`src/rtl/pc_seq_pkg.sv`:
```
// Shared widths, defaults and FSM encodings for the fetch-stage PC sequencer.
package pc_seq_pkg;

   localparam int DEFAULT_PC_W         = 12;
   localparam int DEFAULT_FLUSH_CYCLES = 2;
   localparam int CNT_W                = 2;

   typedef enum logic [1:0] {
      RUN   = 2'd0,
      STALL = 2'd1,
      FLUSH = 2'd2,
      HALT  = 2'd3
   } seq_state_t;

endpackage

```
`src/rtl/pc_reg_en.sv`:
```
// Enabled program-counter register; the asynchronous clear loads RESET_PC.
module pc_reg_en
   import pc_seq_pkg::*;
#(
   parameter int              PC_W     = DEFAULT_PC_W,
   parameter logic [PC_W-1:0] RESET_PC = '0
) (
   input  logic            clk,
   input  logic            clr_n,
   input  logic            en,
   input  logic [PC_W-1:0] d,
   output logic [PC_W-1:0] q
);

   always_ff @(posedge clk or negedge clr_n) begin
      if (!clr_n) begin
         q <= RESET_PC;
      end else if (en) begin
         q <= d;
      end
   end

endmodule

```
`src/rtl/pc_sequencer.sv`:
```
// Fetch PC sequencer: redirect > halt > stall > increment, with a timed
// wrong-path flush window after every redirect and halt/resume control.
module pc_sequencer
   import pc_seq_pkg::*;
#(
   parameter int              PC_W         = DEFAULT_PC_W,
   parameter logic [PC_W-1:0] RESET_PC     = '0,
   parameter int              FLUSH_CYCLES = DEFAULT_FLUSH_CYCLES
) (
   input  logic            clk,
   input  logic            clr_n,
   input  logic            redirect_valid,
   input  logic [PC_W-1:0] redirect_target,
   input  logic            stall_i,
   input  logic            md_busy,
   input  logic            halt_req,
   input  logic            resume,
   output logic [PC_W-1:0] pc,
   output logic            fetch_valid,
   output logic            flush_fd,
   output logic            flush_dx,
   output logic            pc_wrap,
   output logic [1:0]      state
);

   localparam logic [CNT_W-1:0] CNT_LOAD = CNT_W'(FLUSH_CYCLES - 1);

   seq_state_t       state_reg, state_next;
   logic [CNT_W-1:0] cnt_reg, cnt_next;
   logic             fetch_valid_reg, fetch_valid_next;
   logic             flush_reg, flush_next;
   logic             wrap_reg, wrap_next;
   logic             step_pc;
   logic             pc_en;
   logic [PC_W-1:0]  pc_d;
   logic [PC_W-1:0]  pc_q;
   logic [PC_W-1:0]  pc_inc;
   logic             busy;

   assign pc_inc = pc_q + PC_W'(1);
   assign busy   = stall_i | md_busy;

   // Only sequential increments can wrap; a redirect to 0 never reports one.
   assign pc_en     = redirect_valid | step_pc;
   assign pc_d      = redirect_valid ? redirect_target : pc_inc;
   assign wrap_next = step_pc & (&pc_q);

   pc_reg_en #(
      .PC_W    (PC_W),
      .RESET_PC(RESET_PC)
   ) u_pc_reg (
      .clk  (clk),
      .clr_n(clr_n),
      .en   (pc_en),
      .d    (pc_d),
      .q    (pc_q)
   );

   always_comb begin
      state_next       = state_reg;
      cnt_next         = cnt_reg;
      fetch_valid_next = fetch_valid_reg;
      flush_next       = flush_reg;
      step_pc          = 1'b0;

      if (redirect_valid) begin
         state_next       = FLUSH;
         cnt_next         = CNT_LOAD;
         flush_next       = 1'b1;
         fetch_valid_next = 1'b1;
      end else begin
         case (state_reg)
            RUN: begin
               if (halt_req) begin
                  state_next       = HALT;
                  fetch_valid_next = 1'b0;
               end else if (busy) begin
                  state_next       = STALL;
                  fetch_valid_next = 1'b1;
               end else if (!fetch_valid_reg) begin
                  // First edge out of reset: start fetching at RESET_PC.
                  fetch_valid_next = 1'b1;
               end else begin
                  step_pc = 1'b1;
               end
            end
            STALL: begin
               if (halt_req) begin
                  state_next       = HALT;
                  fetch_valid_next = 1'b0;
               end else if (!busy) begin
                  state_next = RUN;
                  step_pc    = 1'b1;
               end
            end
            FLUSH: begin
               // stall_i originates from the instructions being flushed.
               step_pc = !md_busy;
               if (cnt_reg == '0) begin
                  state_next = RUN;
                  flush_next = 1'b0;
               end else begin
                  cnt_next = cnt_reg - CNT_W'(1);
               end
            end
            HALT: begin
               if (resume) begin
                  state_next       = RUN;
                  fetch_valid_next = 1'b1;
               end
            end
            default: begin
               state_next = RUN;
            end
         endcase
      end
   end

   always_ff @(posedge clk or negedge clr_n) begin
      if (!clr_n) begin
         state_reg       <= RUN;
         cnt_reg         <= '0;
         fetch_valid_reg <= 1'b0;
         flush_reg       <= 1'b0;
         wrap_reg        <= 1'b0;
      end else begin
         state_reg       <= state_next;
         cnt_reg         <= cnt_next;
         fetch_valid_reg <= fetch_valid_next;
         flush_reg       <= flush_next;
         wrap_reg        <= wrap_next;
      end
   end

   assign pc          = pc_q;
   assign fetch_valid = fetch_valid_reg;
   assign flush_fd    = flush_reg;
   assign flush_dx    = flush_reg;
   assign pc_wrap     = wrap_reg;
   assign state       = state_reg;

endmodule

```
`config.mk`:
```
export PLATFORM = sky130hd
export DESIGN_NAME = pc_sequencer
export DESIGN_NICKNAME = d
export VERILOG_FILES = /design/src/rtl/pc_seq_pkg.sv /design/src/rtl/pc_reg_en.sv /design/src/rtl/pc_sequencer.sv
export SDC_FILE = /design/constraint.sdc
export NUM_CORES = 1
export LEC_CHECK = 0
export BUFFER_PORTS_ARGS = -buffer_cell sky130_fd_sc_hd__buf_2
export CAP_MARGIN = 20
export CORE_ASPECT_RATIO = 0.6
export CORE_MARGIN = 2
export CORE_UTILIZATION = 48
export DETAILED_ROUTE_END_ITERATION = 10
export GPL_ROUTABILITY_DRIVEN = 0
export PLACE_DENSITY = 0.78
export SLEW_MARGIN = 20
export SYNTH_ARGS = -nofsm -noshare
export SYNTH_HDL_FRONTEND = slang
export SYNTH_SLANG_ARGS = --single-unit
```
`constraint.sdc`:
```
create_clock -name clk -period 1.7 [get_ports clk]
set_input_delay 0.17 -clock clk [delete_from_list [all_inputs] [get_ports clk]]
set_output_delay 0.17 -clock clk [all_outputs]
set_load 0.02 [all_outputs]
```
==> flow_metrics.env <==
export IMPL_max_slew_margin_pct=70.3
export IMPL_cellLeakagePower_nw=0.633
export IMPL_min_period_ps=1640
export IMPL_worst_slew_pin_slew_ps=445
export IMPL_vias_per_cell=5.92
export IMPL_start_kind="register"
export IMPL_io_pins=37
export IMPL_insertion_delay_ps=260
export IMPL_wl_met2_microns=1410
export IMPL_ys_seq_area_share_pct=44.8
export IMPL_grt_max_degree=20
export IMPL_synth_seq_cells=19
export IMPL_drive_above_1_share_pct=38.7
export IMPL_cts_root_buf="clkbuf_8"
export IMPL_fin_nets=185
export IMPL_drt_pre_antenna_iters=4
export IMPL_dpl_hpwl_microns=2020
export IMPL_die_w_microns=64.7
export IMPL_synthArstFlopShare_pct=100
export IMPL_syn_inst=115
export IMPL_io_buffers=36
export IMPL_wl_per_cell_microns=15.8
export IMPL_cp_end_kind="register"
export IMPL_largest_reg_flops=12
export IMPL_cts_buffers=3
export IMPL_fmax_mhz=610
export IMPL_timing_final_ws_setup_ps=61.8
export IMPL_start_util_pct=49.9
export IMPL_core_sq_um=2130
export IMPL_status="complete, no violations"
export IMPL_maxCapViolCount=0
export IMPL_finalSetupViolations=0
export IMPL_wl_met1_microns=1290
export IMPL_htreeDepth=1
export IMPL_critPathKind="register to register"
export IMPL_grt_pass1_vias=956
export IMPL_highest_layer="met4"
export IMPL_rsz0062_at_grt="yes"
export IMPL_wl_microns=3050
export IMPL_grt_remaining_overflow=0
export IMPL_syn_avg_cell_area_sq_um=9.24
export IMPL_hold_viol=0
export IMPL_synth_edff_count=0
export IMPL_drc=0
export IMPL_dr_first_iter_drc_count=87
export IMPL_syn_to_final_growth_pct=35.7
export IMPL_place_inst=184
export IMPL_rows=13
export IMPL_finalMaxSlewViolations=0
export IMPL_grt_pass1_wl_microns=4500
export IMPL_final_util_pct=67.6
export IMPL_fin_cells=193
export IMPL_route_met3_wl_microns=311
export IMPL_clkTransAtPathRegs_ps=70
export IMPL_synth_flop_cell="dfrtp_1"
export IMPL_clk_path_buf_depth=2
export IMPL_cts_tree="done"
export IMPL_dp_slack_ps=-38.3
export IMPL_num_vias=1143
export IMPL_powerDensity_nw_per_um2=1200
export IMPL_timing_final_crit_share_pct=96.4
export IMPL_hold_path_class="input port to register"
export IMPL_ys_warnings_count=0
export IMPL_finalSetupTns_ps=0
export IMPL_antenna_found_initial=0
export IMPL_cp_arrival_ps=1820
export IMPL_dieHeight_microns=40.4
export IMPL_grt_usage_pct=23.8
export IMPL_vdd_drop_max_mv=0.613
export IMPL_cts_sinks=19
export IMPL_antenna_left=0
export IMPL_die_area_sq_um=2620
export IMPL_syn_area_sq_um=1060
export IMPL_worst_endpoint_required_ps=1880
export IMPL_antenna_cells=0
export IMPL_synth_distinct_cells=33
export IMPL_worst_path_max_fanout=9
export IMPL_syn_num_nets=136
export IMPL_whs_ps=121
export IMPL_skew_ps=1.28
-- final cells by class --
cell class	count	area, sq um
Tap cell	30	37.5
Multi-Input combinational cell	87	589
Inverter	5	18.8
Sequential cell	19	478
Timing Repair Buffer	48	273
Fill cell	166	689
Clock buffer	4	45.0
-- cell families after synthesis --
group / after synthesis / synth area share (%)
buffers and inverters: 10 / 4.00
adder cells (fa/ha/maj): 2 / 2.36
multiplexers: 2 / 2.00
XOR/XNOR: 2 / 1.65
AND/OR/NAND/NOR: 50 / 24.7
flip-flops: 19 / 44.8
AO/OA/AOI/OAI: 30 / 20.5
-- per-layer routing --
| metal | vias to the layer above | track usage (%) |
|---|---|---|
| li1 | 530 | - |
| met1 | 535 | 31.6 |
| met2 | 70 | 40.7 |
| met3 | 8 | 5.90 |
| met4 | 0 | 4.79 |
| met5 | - | 0 |
-- placed cells by master, fill, tap and decap left out, types with 2 or more instances in the layout --
cell / count
a21oi_1: 3
a31oi_1: 9
a31oi_4: 2
and3_1: 3
buf_2: 36
buf_4: 11
clkbuf_8: 3
dfrtp_1: 17
dfrtp_2: 2
ha_1: 2
inv_1: 5
nand2_1: 9
nand3_1: 6
nor2_1: 14
o21ai_0: 3
o31ai_1: 8
or4_1: 6
or4_4: 2
xnor2_1: 2
-- cells in the mapped netlist, drive strengths merged, types with 2 or more instances --
library cell   n  area share, %
dfrtp         19             45
o31ai          8            5.7
clkbuf         3            1.1
inv            5            1.8
nor2          16            5.9
buf            2            1.2
nand2         10            3.5
o21ai          3            1.4
nand3          6            2.8
ha             2            2.4
and3           3            1.8
a21oi          3            1.4
or4            8            5.7
a31oi         10            7.3
xnor2          2            1.6
-- per-stage QoR --
step	instance area (sq um)	power, mW
2_1_floorplan	1060	1.08
3_3_place_gp	1320	1.29
3_5_place_dp	1320	1.32
4_1_cts	1380	1.65
5_1_grt	1440	1.84
6_report	1440	1.73
-- worst paths after layout --
path / slack (ps) / start / endpoint / cells after the start
max in group asynchronous: 980 / clr_n / state[1]$_DFFE_PN0P_ / 2
min in group asynchronous: 390 / clr_n / pc_wrap$_DFF_PN0_ / 2
max: 60 / state[1]$_DFFE_PN0P_ / u_pc_reg.q[11]$_DFFE_PN0P_ / 4
min reg2reg: 500 / flush_dx$_DFFE_PN0P_ / flush_dx$_DFFE_PN0P_ / 2
max reg2reg: 60 / state[1]$_DFFE_PN0P_ / u_pc_reg.q[11]$_DFFE_PN0P_ / 4
min: 120 / redirect_target[0] / u_pc_reg.q[0]$_DFFE_PN0P_ / 3
-- critical path, stage by stage, from the launching register on --
cell,delay [ps]
dfrtp_2,460
nor2_4,220
a31oi_4,170
or4_1,540
a31oi_1,180
-- report_power, final --
| part | total [mW] | internal [mW] | switching (mW) | leakage, nW |
|---|---|---|---|---|
| logic | 0.774 | 0.325 | 0.448 | 0.398 |
| registers | 0.636 | 0.540 | 0.0958 | 0.213 |
| clock network | 0.321 | 0.167 | 0.154 | 0.0228 |
| total | 1.73 | 1.03 | 0.698 | 0.633 |
-- what timing repair did --
item / CTS / global route
resized for setup: 2 / 7
gates cloned: 0 / 1
pin swaps: 1 / 4
buffers inserted: 0 / 3
setup endpoints to repair: 7 / 9
hold buffers: 1 / 0
endpoints found under the hold margin: 19 / 0
Power figures use the tool's default switching activity.
